--- src/rtl/muldiv_if.sv ---
// Request/response bundle for muldiv_unit.
// master drives requests and result acceptance; slave is the arithmetic unit.
interface muldiv_if #(
   parameter int unsigned WIDTH = 32
);
   logic             in_valid;
   logic             in_ready;
   logic [2:0]       op;
   logic [WIDTH-1:0] a;
   logic [WIDTH-1:0] b;
   logic             out_valid;
   logic             out_ready;
   logic [WIDTH-1:0] result;
   logic             busy;

   modport master (
      output in_valid, op, a, b, out_ready,
      input  in_ready, out_valid, result, busy
   );

   modport slave (
      input  in_valid, op, a, b, out_ready,
      output in_ready, out_valid, result, busy
   );
endinterface

--- src/rtl/muldiv_unit.sv ---
// Iterative multiply/divide unit: shift-add multiply, restoring divide, one bit per cycle.
// Optional macro MULDIV_EARLY_OUT_EN: divide-by-zero and signed-overflow requests skip
// the iteration phase and complete one cycle after accept.
module muldiv_unit #(
   parameter int unsigned WIDTH = 32
) (
   input logic     clk,
   input logic     reset_n,
   muldiv_if.slave bus
);
   localparam int unsigned CntW = $clog2(WIDTH + 1);

   typedef enum logic [1:0] {StIdle, StCalc, StDone} state_e;

   state_e             state_q, state_d;
   logic [2:0]         op_q;
   logic               sa_q, sb_q, div0_q;
   logic [WIDTH-1:0]   opb_q;            // multiplicand (mul) or divisor (div) magnitude
   logic [2*WIDTH-1:0] acc_q, acc_d;     // {hi, lo}: {product high, multiplier} / {rem, quo}
   logic [CntW-1:0]    cnt_q, cnt_d;
   logic [WIDTH-1:0]   result_q, result_d;

   logic             is_div, sign_a, sign_b, sa, sb, div0, early, accept;
   logic [WIDTH-1:0] mag_a, mag_b, early_res;
`ifdef MULDIV_EARLY_OUT_EN
   logic             ovf;
`endif

   // Decode the incoming request: signedness, magnitudes and special cases
   always_comb begin
      is_div    = bus.op[2];
      sign_a    = (bus.op == 3'd1) || (bus.op == 3'd2) || (bus.op == 3'd4) || (bus.op == 3'd6);
      sign_b    = (bus.op == 3'd1) || (bus.op == 3'd4) || (bus.op == 3'd6);
      sa        = sign_a & bus.a[WIDTH-1];
      sb        = sign_b & bus.b[WIDTH-1];
      mag_a     = sa ? -bus.a : bus.a;
      mag_b     = sb ? -bus.b : bus.b;
      div0      = is_div && (bus.b == '0);
      // op[1] selects remainder among the divide ops
      early_res = div0 ? (bus.op[1] ? bus.a : '1) : (bus.op[1] ? '0 : bus.a);
`ifdef MULDIV_EARLY_OUT_EN
      ovf       = is_div && !bus.op[0] && (bus.a == {1'b1, {(WIDTH-1){1'b0}}}) &&
                  (bus.b == '1);
      early     = div0 | ovf;
`else
      early     = 1'b0;
`endif
   end

   logic [WIDTH-1:0]   hi, lo, quo, rem, fin;
   logic [WIDTH:0]     sum, shifted, diff;
   logic [2*WIDTH-1:0] iter, prod;

   // One shift-add or restoring-divide step, plus sign-corrected final result
   always_comb begin
      hi      = acc_q[2*WIDTH-1:WIDTH];
      lo      = acc_q[WIDTH-1:0];
      sum     = {1'b0, hi} + (lo[0] ? {1'b0, opb_q} : '0);
      shifted = {hi, lo[WIDTH-1]};
      diff    = shifted - {1'b0, opb_q};
      if (op_q[2]) begin
         // Negative difference means the divisor does not fit: keep the shifted remainder
         iter = diff[WIDTH] ? {shifted[WIDTH-1:0], lo[WIDTH-2:0], 1'b0}
                            : {diff[WIDTH-1:0], lo[WIDTH-2:0], 1'b1};
      end else begin
         iter = {sum, lo[WIDTH-1:1]};
      end
      prod = (sa_q ^ sb_q) ? -acc_q : acc_q;
      quo  = div0_q ? '1 : ((sa_q ^ sb_q) ? -lo : lo);
      rem  = sa_q ? -hi : hi;
      if (op_q[2]) begin
         fin = op_q[1] ? rem : quo;
      end else begin
         fin = (op_q[1:0] == 2'd0) ? prod[WIDTH-1:0] : prod[2*WIDTH-1:WIDTH];
      end
   end

   // Next-state and datapath update for IDLE -> CALC -> DONE -> IDLE
   always_comb begin
      state_d  = state_q;
      acc_d    = acc_q;
      cnt_d    = cnt_q;
      result_d = result_q;
      accept   = 1'b0;
      unique case (state_q)
         StIdle: begin
            if (bus.in_valid) begin
               accept = 1'b1;
               cnt_d  = '0;
               if (early) begin
                  state_d  = StDone;
                  result_d = early_res;
               end else begin
                  state_d = StCalc;
                  acc_d   = {{WIDTH{1'b0}}, is_div ? mag_a : mag_b};
               end
            end
         end
         StCalc: begin
            // WIDTH iterations, then one cycle to apply sign correction
            if (cnt_q == CntW'(WIDTH)) begin
               state_d  = StDone;
               result_d = fin;
            end else begin
               acc_d = iter;
               cnt_d = cnt_q + 1'b1;
            end
         end
         StDone: begin
            if (bus.out_ready) state_d = StIdle;
         end
         default: state_d = StIdle;
      endcase
   end

   // State, counter, accumulator and result registers
   always_ff @(posedge clk or negedge reset_n) begin
      if (!reset_n) begin
         state_q  <= StIdle;
         acc_q    <= '0;
         cnt_q    <= '0;
         result_q <= '0;
      end else begin
         state_q  <= state_d;
         acc_q    <= acc_d;
         cnt_q    <= cnt_d;
         result_q <= result_d;
      end
   end

   // Capture operation and operand info on accept; later input changes are ignored
   always_ff @(posedge clk or negedge reset_n) begin
      if (!reset_n) begin
         op_q   <= '0;
         sa_q   <= 1'b0;
         sb_q   <= 1'b0;
         div0_q <= 1'b0;
         opb_q  <= '0;
      end else if (accept) begin
         op_q   <= bus.op;
         sa_q   <= sa;
         sb_q   <= sb;
         div0_q <= div0;
         opb_q  <= is_div ? mag_b : mag_a;
      end
   end

   assign bus.in_ready  = (state_q == StIdle);
   assign bus.busy      = (state_q != StIdle);
   assign bus.out_valid = (state_q == StDone);
   assign bus.result    = result_q;
endmodule

--- src/flat_wrapper.sv ---
// flat-port wrapper written by rule: the top's interface ports become plain ports
module muldiv_unit_flat 
#(
   parameter int unsigned WIDTH = 32
)
  (clk, reset_n, bus_in_valid, bus_op, bus_a, bus_b, bus_out_ready, bus_in_ready, bus_out_valid, bus_result, bus_busy);
  muldiv_if #(.WIDTH(WIDTH)) bus_i ();
  input logic clk;
  input logic reset_n;
  input wire logic [$bits(bus_i.in_valid)-1:0] bus_in_valid;
  input wire logic [$bits(bus_i.op)-1:0] bus_op;
  input wire logic [$bits(bus_i.a)-1:0] bus_a;
  input wire logic [$bits(bus_i.b)-1:0] bus_b;
  input wire logic [$bits(bus_i.out_ready)-1:0] bus_out_ready;
  output wire logic [$bits(bus_i.in_ready)-1:0] bus_in_ready;
  output wire logic [$bits(bus_i.out_valid)-1:0] bus_out_valid;
  output wire logic [$bits(bus_i.result)-1:0] bus_result;
  output wire logic [$bits(bus_i.busy)-1:0] bus_busy;
  assign bus_i.in_valid = bus_in_valid;
  assign bus_i.op = bus_op;
  assign bus_i.a = bus_a;
  assign bus_i.b = bus_b;
  assign bus_i.out_ready = bus_out_ready;
  assign bus_in_ready = bus_i.in_ready;
  assign bus_out_valid = bus_i.out_valid;
  assign bus_result = bus_i.result;
  assign bus_busy = bus_i.busy;
  muldiv_unit #(.WIDTH(WIDTH)) u_core (.clk(clk), .reset_n(reset_n), .bus(bus_i));
endmodule
--- config.mk ---
export PLATFORM = sky130hd
export DESIGN_NAME = muldiv_unit_flat
export DESIGN_NICKNAME = d
export VERILOG_FILES = /design/src/rtl/muldiv_if.sv /design/src/rtl/muldiv_unit.sv /design/src/flat_wrapper.sv
export SDC_FILE = /design/constraint.sdc
export NUM_CORES = 1
export LEC_CHECK = 0
export CAP_MARGIN = 5
export CORE_MARGIN = 5
export CORE_UTILIZATION = 55
export CTS_CLUSTER_SIZE = 30
export DETAILED_ROUTE_END_ITERATION = 12
export GPL_ROUTABILITY_DRIVEN = 0
export PLACE_DENSITY_LB_ADDON = 0.05
export SYNTH_ARGS = -nofsm -noshare
export SYNTH_HDL_FRONTEND = slang
export SYNTH_SLANG_ARGS = --single-unit
--- constraint.sdc ---
create_clock -name clk -period 7.6 [get_ports clk]
set_input_delay 0.76 -clock clk [delete_from_list [all_inputs] [get_ports clk]]
set_output_delay 0.76 -clock clk [all_outputs]
set_load 0.02 [all_outputs]
After elaboration in Yosys (flattened, before gate mapping)
Cells that the tools add are included.
{"block": "totals", "register_bits": 142, "inputBits": 71, "elab_cells": 71}
{"block": "op_classes", "addsub": 8, "eq_ne": 11, "muxes": 26, "n_bitwise": 3, "reduce_logical": 14}
{"op": "$mux 32", "count": 11}
{"op": "$mux 64", "count": 5}
{"op": "$neg 32->32", "count": 4}
{"op": "$pmux 64 s2", "count": 1}
{"op": "$neg 64->64", "count": 1}
{"op": "$add 32x33->33", "count": 1}
{"op": "$sub 33x32->33", "count": 1}
{"op": "$logic_not 32->1", "count": 1}
{"op": "$mux 6", "count": 2}
{"op": "$pmux 6 s2", "count": 1}
{"op": "$add 6x1->6 const B", "count": 1}
{"op": "$eq 3x3->1 const B", "count": 2}
{"op": "$eq 6x6->1 const B", "count": 1}
{"op": "$mux 2", "count": 3}
{"op": "$ne 2x2->1 const B", "count": 3}
{"op": "$pmux 2 s3", "count": 1}
{"op": "$reduce_and 3->1", "count": 2}
{"op": "$logic_or 1x1->1", "count": 5}
{"op": "$logic_not 2->1", "count": 2}
{"op": "$reduce_bool 2->1", "count": 2}
{"op": "$eq 3x1->1 const B", "count": 1}
{"op": "$eq 3x2->1 const B", "count": 1}
{"op": "$and 1x1->1", "count": 2}
{"op": "$eq 2x1->1 const B", "count": 1}
{"op": "other kinds (6)", "count": 7}

Longest topological paths before layout
Gate-level depths: netlist of the first run.
{"block": "logic_depth", "word_depth": 9, "depth_mapped": 15, "depth_no_buf": 13}

Least setup slack after synthesis of the first run
No wires, ideal clock.
{"block": "synth_path", "path_kind": "reg2reg", "startpoint": "reg u_core.acc_q[32]", "endpoint": "reg u_core.result_q[30], in the netlist u_core.bus.result[30]", "setup_time_ns": 0.126, "arrival_time_ns": 3.388, "required_ns": 7.474, "slack_ns": 4.086, "stages_incl_launch_ff": 12, "path_buffers": 0, "period_less_slack_ns": 3.514, "path_cell_list": "dfrtp_1 > inv_1 > ha_1 > or3b_4 > nand4bb_4 > or3_4 > or4_4 > or4_4 > o21ai_2 > xor2_1 > mux2i_1 > a221o_1"}
{"block": "synth_between", "elab_chain_len": 4, "elab_cells_between_ends": 7, "classes_between": "add/sub (2); mux (5)"}
{"element": "start: declaration", "line": "muldiv_unit.sv:19", "rtl": "logic [2*WIDTH-1:0] acc_q, acc_d;"}
{"element": "start signal: assignment", "line": "muldiv_unit.sv:120", "rtl": "acc_q <= '0;"}
{"element": "start signal: assignment", "line": "muldiv_unit.sv:125", "rtl": "acc_q <= acc_d;"}
{"element": "$neg 64->64 or $neg 32->32 (tied branches)", "line": "muldiv_unit.sv:68, muldiv_unit.sv:70"}
{"element": "$mux 64 or $mux 32 (tied branches)", "line": "muldiv_unit.sv:68, muldiv_unit.sv:70"}
{"element": "$mux 32, on equally long branches", "line": "muldiv_unit.sv:74, muldiv_unit.sv:72"}
{"element": "$mux 32 *", "line": "muldiv_unit.sv:71", "rtl": "if (op_q[2]) begin"}
{"element": "end signal: assignment", "line": "muldiv_unit.sv:127", "rtl": "result_q <= result_d;"}
{"element": "end: declaration", "line": "muldiv_unit.sv:21", "rtl": "logic [WIDTH-1:0] result_q, result_d;"}
Every way passes the cells marked *; elsewhere a longest branch is shown, timed or not.
A chain may end at the register's enable or synchronous reset.

Worst setup path in the final report of the first run
{"block": "layout_path", "startpoint": "reg u_core.acc_q[32]", "endpoint": "reg u_core.acc_q[43]"}
{"block": "layout_between", "elab_chain_len": 5, "elab_cells_between_ends": 6, "classes_between": "add/sub (2); mux (4)"}
{"element": "$sub 33x32->33", "line": "muldiv_unit.sv:60", "rtl": "diff = shifted - {1'b0, opb_q};"}
{"element": "$mux 64", "line": "muldiv_unit.sv:63", "rtl": "iter = diff[WIDTH] ? {shifted[WIDTH-1:0], lo[WIDTH-2:0], 1'b0}"}
{"element": "$mux 64 *", "line": "muldiv_unit.sv:61", "rtl": "if (op_q[2]) begin"}
{"element": "$mux 64 *", "line": "muldiv_unit.sv:101", "rtl": "if (cnt_q == CntW'(WIDTH)) begin"}
{"element": "$pmux 64 s2 *", "line": "muldiv_unit.sv:85", "rtl": "unique case (state_q)"}
Every way passes the cells marked *; elsewhere a longest branch is shown, timed or not. The select of a mux whose other input is x is not followed.

==> flow_metrics.tcl, run 1 <==
set metrics [dict create \
    syn_to_final_growth_pct 11.9 \
    multiInputGateArea_mm2 0.0104 \
    ir_worst_vdd_mv 0.312 \
    layout_commonest_cell "nor2_1" \
    clk_pin_slew_ps 70 \
    portBuffers 105 \
    rsz0062_at_grt "false" \
    finalHoldViolCount 0 \
    fillers 2404 \
    cts_resized 0 \
    ys_ff_latch 142 \
    cp-end-kind "flop" \
    dr.pass1.iters 6 \
    period_share_pct 58.4 \
    critPathLaunchType "flop" \
    dp_hpwl_um 39700 \
    path_class "reg -> reg" \
    rows 59 \
    syn_area_per_cell_um2 7.49 \
    antenna_found_initial 0 \
    crit_fanout 25 \
    synth_cell_types 74 \
    fin_tns_setup_ps 0 \
    outcome "finished clean" \
    io_pins 106 \
    hold_buffers 0 \
    drcViolationCount 0 \
    cp.arrival_ps 4730 \
    grt_pass1_vias 14100 \
    clock_latency_ps 450 \
    tightest_slew_ps 1170 \
    p_per_area_mw_per_mm2 545 \
    cp_cell_sequence "inv_1 -> fa_1 -> nand2b_1 -> a21oi_1 -> o31ai_1 -> a32oi_1 -> a2111oi_0 -> o21bai_1 -> and2_1 -> buf_4 -> mux2i_1 -> o211ai_1" \
    slew_violations 0 \
    die_area_mm2 0.0301 \
    h-tree-depth 4 \
    ys_seq_area_share_pct 24.2 \
    grt_usage_pct 33.5 \
    utilization_pct 62.7 \
    period_minus_slack_ps 4440 \
    post_cts_buffers 0 \
    synth-async-reset-ratio_pct 100 \
    grt_overflow_total 0 \
    die_w_um 173 \
    viasPerCell 6.61 \
    critPathRequiredTime_ps 7890 \
    dp_slack_ps 3320 \
    synthesis.nets 2105 \
    critical-path-slowest-cell "dfrtp_1" \
    synth_ff_type "dfrtp_1" \
    slew_headroom_pct 21.6 \
    synth_edf_count 0 \
    cts_sinks 142 \
    coreArea_mm2 0.0262 \
    grt_pass1_wl_um 81200 \
    hold_path.class "in -> async" \
    syn_area_mm2 0.0147 \
    fin_worst_skew_ps 18.2 \
    routed_wl_um 52300 \
    vias 15300 \
    antenna_left 0 \
    final_net_count 2114 \
    setup_ws_ps 3160 \
    yosys_warnings 0 \
    p_leak_nw 6.98 \
    cpPeakStageDelay_ps 500 \
    dr.first_iter.drc_count 1501 \
    start_util_pct 56.1 \
    post_route_cells_drive_above_1_share_pct 5.09 \
    clockBufferDepth 2 \
    root_buffer "clkbuf_16" \
    final_cell_mix "nor2_1 (191), nand2_1 (188), a21oi_1 (188)" \
    wl_per_cell_um 22.6 \
    maxCapViolations 0 \
    cts_tree "done" \
    cts_buffers 17 \
    grt_max_degree 89 \
    dieHeight_um 173 \
    regArea_mm2 0.00355 \
    diodes 0 \
    setup_viol 0 \
    fmax_ghz 0.225 \
    synth_cells 1962 \
]
## registers in the layout (all words and copies together) (netlist names)
register,cells
u_core.acc_q,64
u_core.bus.result,32
u_core.opb_q,32
u_core.cnt_q,6
u_core.op_q,3
u_core.state_q,2
u_core.div0_q,1
u_core.sa_q,1
u_core.sb_q,1
## kinds of logic after synthesis
group | after synthesis | share of synthesized area (%)
and+or+nand+nor | 628 | 20.2
buffers and inverters | 209 | 5.48
xor gates and xnor gates | 193 | 11.5
muxes | 76 | 5.24
adders and majority gates | 72 | 6.23
AOI/OAI and AO/OA | 642 | 27.2
DFF | 142 | 24.2
## power breakdown
part | internal [mW] | switching [mW]
logic | 2.48 | 3.81
registers | 1.12 | 0.662
clock network | 0.449 | 0.443
total | 4.05 | 4.92
## metal layers
metal	wire [um]	share of wire (%)	track usage, %	up-vias
met5	0	0	0	-
met4	2480	4.7	13.5	0
met3	5040	9.6	6.17	151
met2	22900	44	52.0	839
met1	22000	42	46.3	7204
li1	-	-	-	7139
## worst max-delay path, delay by kind of cell, from the launching register on
kind	cells	cell delay, ps
buffers and inverters	2	700
AO/OA/AOI/OAI	6	1630
adder cells (fa/ha/maj)	1	470
multiplexers	1	270
AND/OR/NAND/NOR	2	690
flip-flops	1	500
## through the flow
stage | instance area, um^2 | total power [mW] | hold WS [ps] | instances
2_1_floorplan | 14700 | 6.10 | 450 | 1962
3_3_place_gp | 15800 | 7.73 | 461 | 2287
3_5_place_dp | 15800 | 7.84 | 465 | 2287
4_1_cts | 16400 | 8.75 | 409 | 2319
5_1_grt | 16400 | 9.57 | 440 | 2319
6_report | 16400 | 8.97 | 347 | 2319
## final timing paths
kind	from	to	slack (ps)	depth (start not counted)
worst max-delay path	u_core.acc_q[32]	u_core.acc_q[43]	3160	12
worst min-delay path	reset_n	u_core.acc_q[52]	350	1
worst max register to register	u_core.acc_q[32]	u_core.acc_q[43]	3160	12
worst min register to register	u_core.bus.result[16]	u_core.bus.result[16]	480	2
max in group asynchronous	reset_n	u_core.bus.result[18]	6030	2
min in group clk	u_core.bus.result[16]	u_core.bus.result[16]	480	2
## synth_stat cells, drive strengths merged (23+ instances only)
master,number,area [um^2]
xnor2,89,780
xor2,104,911
mux2i,69,691
ha,70,876
a21o,43,323
a31oi,23,144
nor2,193,724
inv,68,255
o31ai,31,233
dfrtp,142,3550
or3,25,161
a21oi,188,941
o21ai,181,910
nor3,60,300
a22oi,30,225
nand3,31,155
clkbuf,121,455
nand2,189,709
## cell type report
| class | count | area share, % |
|---|---|---|
| clock inverters | 15 | 1.10 |
| flip-flops and latches | 142 | 21.6 |
| multi-input cells | 1611 | 63.1 |
| clock buffers | 17 | 2.59 |
| repair buffers | 128 | 7.42 |
| inverters | 71 | 1.62 |
| well taps | 335 | 2.55 |
Power figures use the tool's default switching activity.
==> run 2, diff against run 1 <==
- clock period: 7.6 -> 4.6 ns (I/O delays scaled with it)
==> run 2 against run 1 <==
The run now ends with negative hold slack left. Wire length hardly changed. Sequential cell count stayed put. Final area is 0.87% higher. Via count is 0.10% lower. Clock skew is 5.1 ps lower. Register-to-register slack worse by 2600 ps. Sequential share of layout area is 0.19 points lower. Highest routed layer is now met5. Clock power is 64% higher. Die area stayed put. Worst setup slack worse by 2600 ps. Critical path type unchanged.
==> flow_metrics.tcl, run 2 (same netlist as run 1, synthesis figures left out) <==
set metrics [dict create \
    regArea_mm2 0.00355 \
    hold_path.class "in -> async" \
    cp.arrival_ps 4320 \
    hold_buffers 0 \
    crit_fanout 25 \
    p_leak_nw 7.08 \
    fin_worst_skew_ps 13.1 \
    rows 59 \
    violations "negative hold slack" \
    fillers 2385 \
    maxCapViolations 0 \
    grt_usage_pct 33.3 \
    path_class "reg -> reg" \
    critPathLaunchType "flop" \
    period_share_pct 87.5 \
    dp_hpwl_um 40100 \
    antenna_left 0 \
    rsz0062_at_grt "false" \
    cts_sinks 142 \
    cts_tree "done" \
    clockBufferDepth 2 \
    die_area_mm2 0.0301 \
    post_route_cells_drive_above_1_share_pct 6.18 \
    setup_ws_ps 574 \
    finalHoldViolCount 10 \
    drcViolationCount 0 \
    placed_area_mm2 0.0160 \
    portBuffers 105 \
    syn_to_final_growth_pct 12.9 \
    outcome "finished, violations left" \
    wl_per_cell_um 22.4 \
    cts_resized 0 \
    clk_pin_slew_ps 80 \
    start_util_pct 56.1 \
    fin_tns_setup_ps 0 \
    fin_hold_ws_ps -27.8 \
    setup_viol 0 \
    period_minus_slack_ps 4030 \
    final_cell_mix "nor2_1 (191), nand2_1 (188), a21oi_1 (188)" \
    grt_max_degree 64 \
    cts_buffers 17 \
    dp_slack_ps 679 \
    critPathRequiredTime_ps 4890 \
    tightest_slew_ps 1060 \
    coreArea_mm2 0.0262 \
    viasPerCell 6.54 \
    dr.pass1.iters 6 \
    largest_reg_flops 64 \
    antenna_found_initial 1 \
    fmax_ghz 0.248 \
    routed_wl_um 52400 \
    die_w_um 173 \
    p_per_area_mw_per_mm2 901 \
    ir_worst_vdd_mv 0.405 \
    power_mw 14.9 \
    grt_pass1_wl_um 80400 \
    h-tree-depth 4 \
    dp_cells 2310 \
    io_pins 106 \
    dieHeight_um 173 \
    multiInputGateArea_mm2 0.0104 \
    grt_overflow_total 0 \
    root_buffer "clkbuf_16" \
    largest-register "u_core.acc_q" \
    slew_violations 0 \
    dr.first_iter.drc_count 1909 \
    diodes 0 \
    final_cells 2342 \
    final_area_mm2 0.0166 \
    slew_headroom_pct 29.0 \
    layout_commonest_cell "nor2_1" \
    grt_pass1_vias 14100 \
    clock_latency_ps 440 \
    cp-end-kind "flop" \
    final_net_count 2137 \
    post_cts_buffers 0 \
    vias 15300 \
]
-- run 2: cell types whose count changed in the layout (fill, tap and decap cells not counted) --
cell,delta
buf_4,+23
clkinv_8,-4
bufinv_16,+1
clkinv_2,+1
clkinvlp_4,+1
inv_12,-1
inv_6,+1
inv_8,+1
xor2_2,+1
xor2_4,-1
-- run 2: area by class of cell --
type                    instances  area share [%]
clock buffers                  17            2.57
clock inverters                15           0.981
inverters                      71            1.61
multi-input cells            1611            62.5
flip-flops and latches        142            21.4
well taps                     335            2.53
repair buffers                151            8.40
-- run 2: layer usage --
layer  wire [um]  global-route usage (%)
met3        5610                    6.80
met4        2520                    14.3
met2       22300                    50.5
met5          28                       0
met1       21900                    46.3
-- run 2: power by group --
part | switching (mW) | leakage [nW] | internal (mW)
Combinational | 6.56 | 5.02 | 4.19
Clock | 0.684 | 0.291 | 0.777
Sequential | 0.871 | 1.77 | 1.86
-- run 2: per-stage QoR --
stage               hold slack, ps  util (%)
floorplan                      164         -
global placement               461      61.0
finish                       -27.8      63.3
detailed placement             469      61.0
global route                  30.6      63.3
CTS                           17.8      63.3
-- run 2: worst max-delay path, cell delays in order (launching register included) --
cell	delay [ps]
dfrtp_1	490
inv_1	230
fa_1	470
nand2b_1	190
a21oi_1	260
o31ai_1	140
a32oi_1	410
a2111oi_0	210
o21bai_1	500
and2_1	230
buf_4	380
mux2i_1	240
o221ai_1	130
-- run 2: worst paths after layout --
check,cells past startpoint,endpoint,from,slack (ps)
worst max register to register,12,u_core.acc_q[41],u_core.acc_q[32],570
worst min register to register,2,u_core.bus.result[15],u_core.bus.result[15],480
max in group asynchronous,2,u_core.acc_q[9],reset_n,3560
min in group clk,2,u_core.bus.result[15],u_core.bus.result[15],480
worst max-delay path,12,u_core.acc_q[41],u_core.acc_q[32],570
worst min-delay path,1,u_core.acc_q[52],reset_n,-30
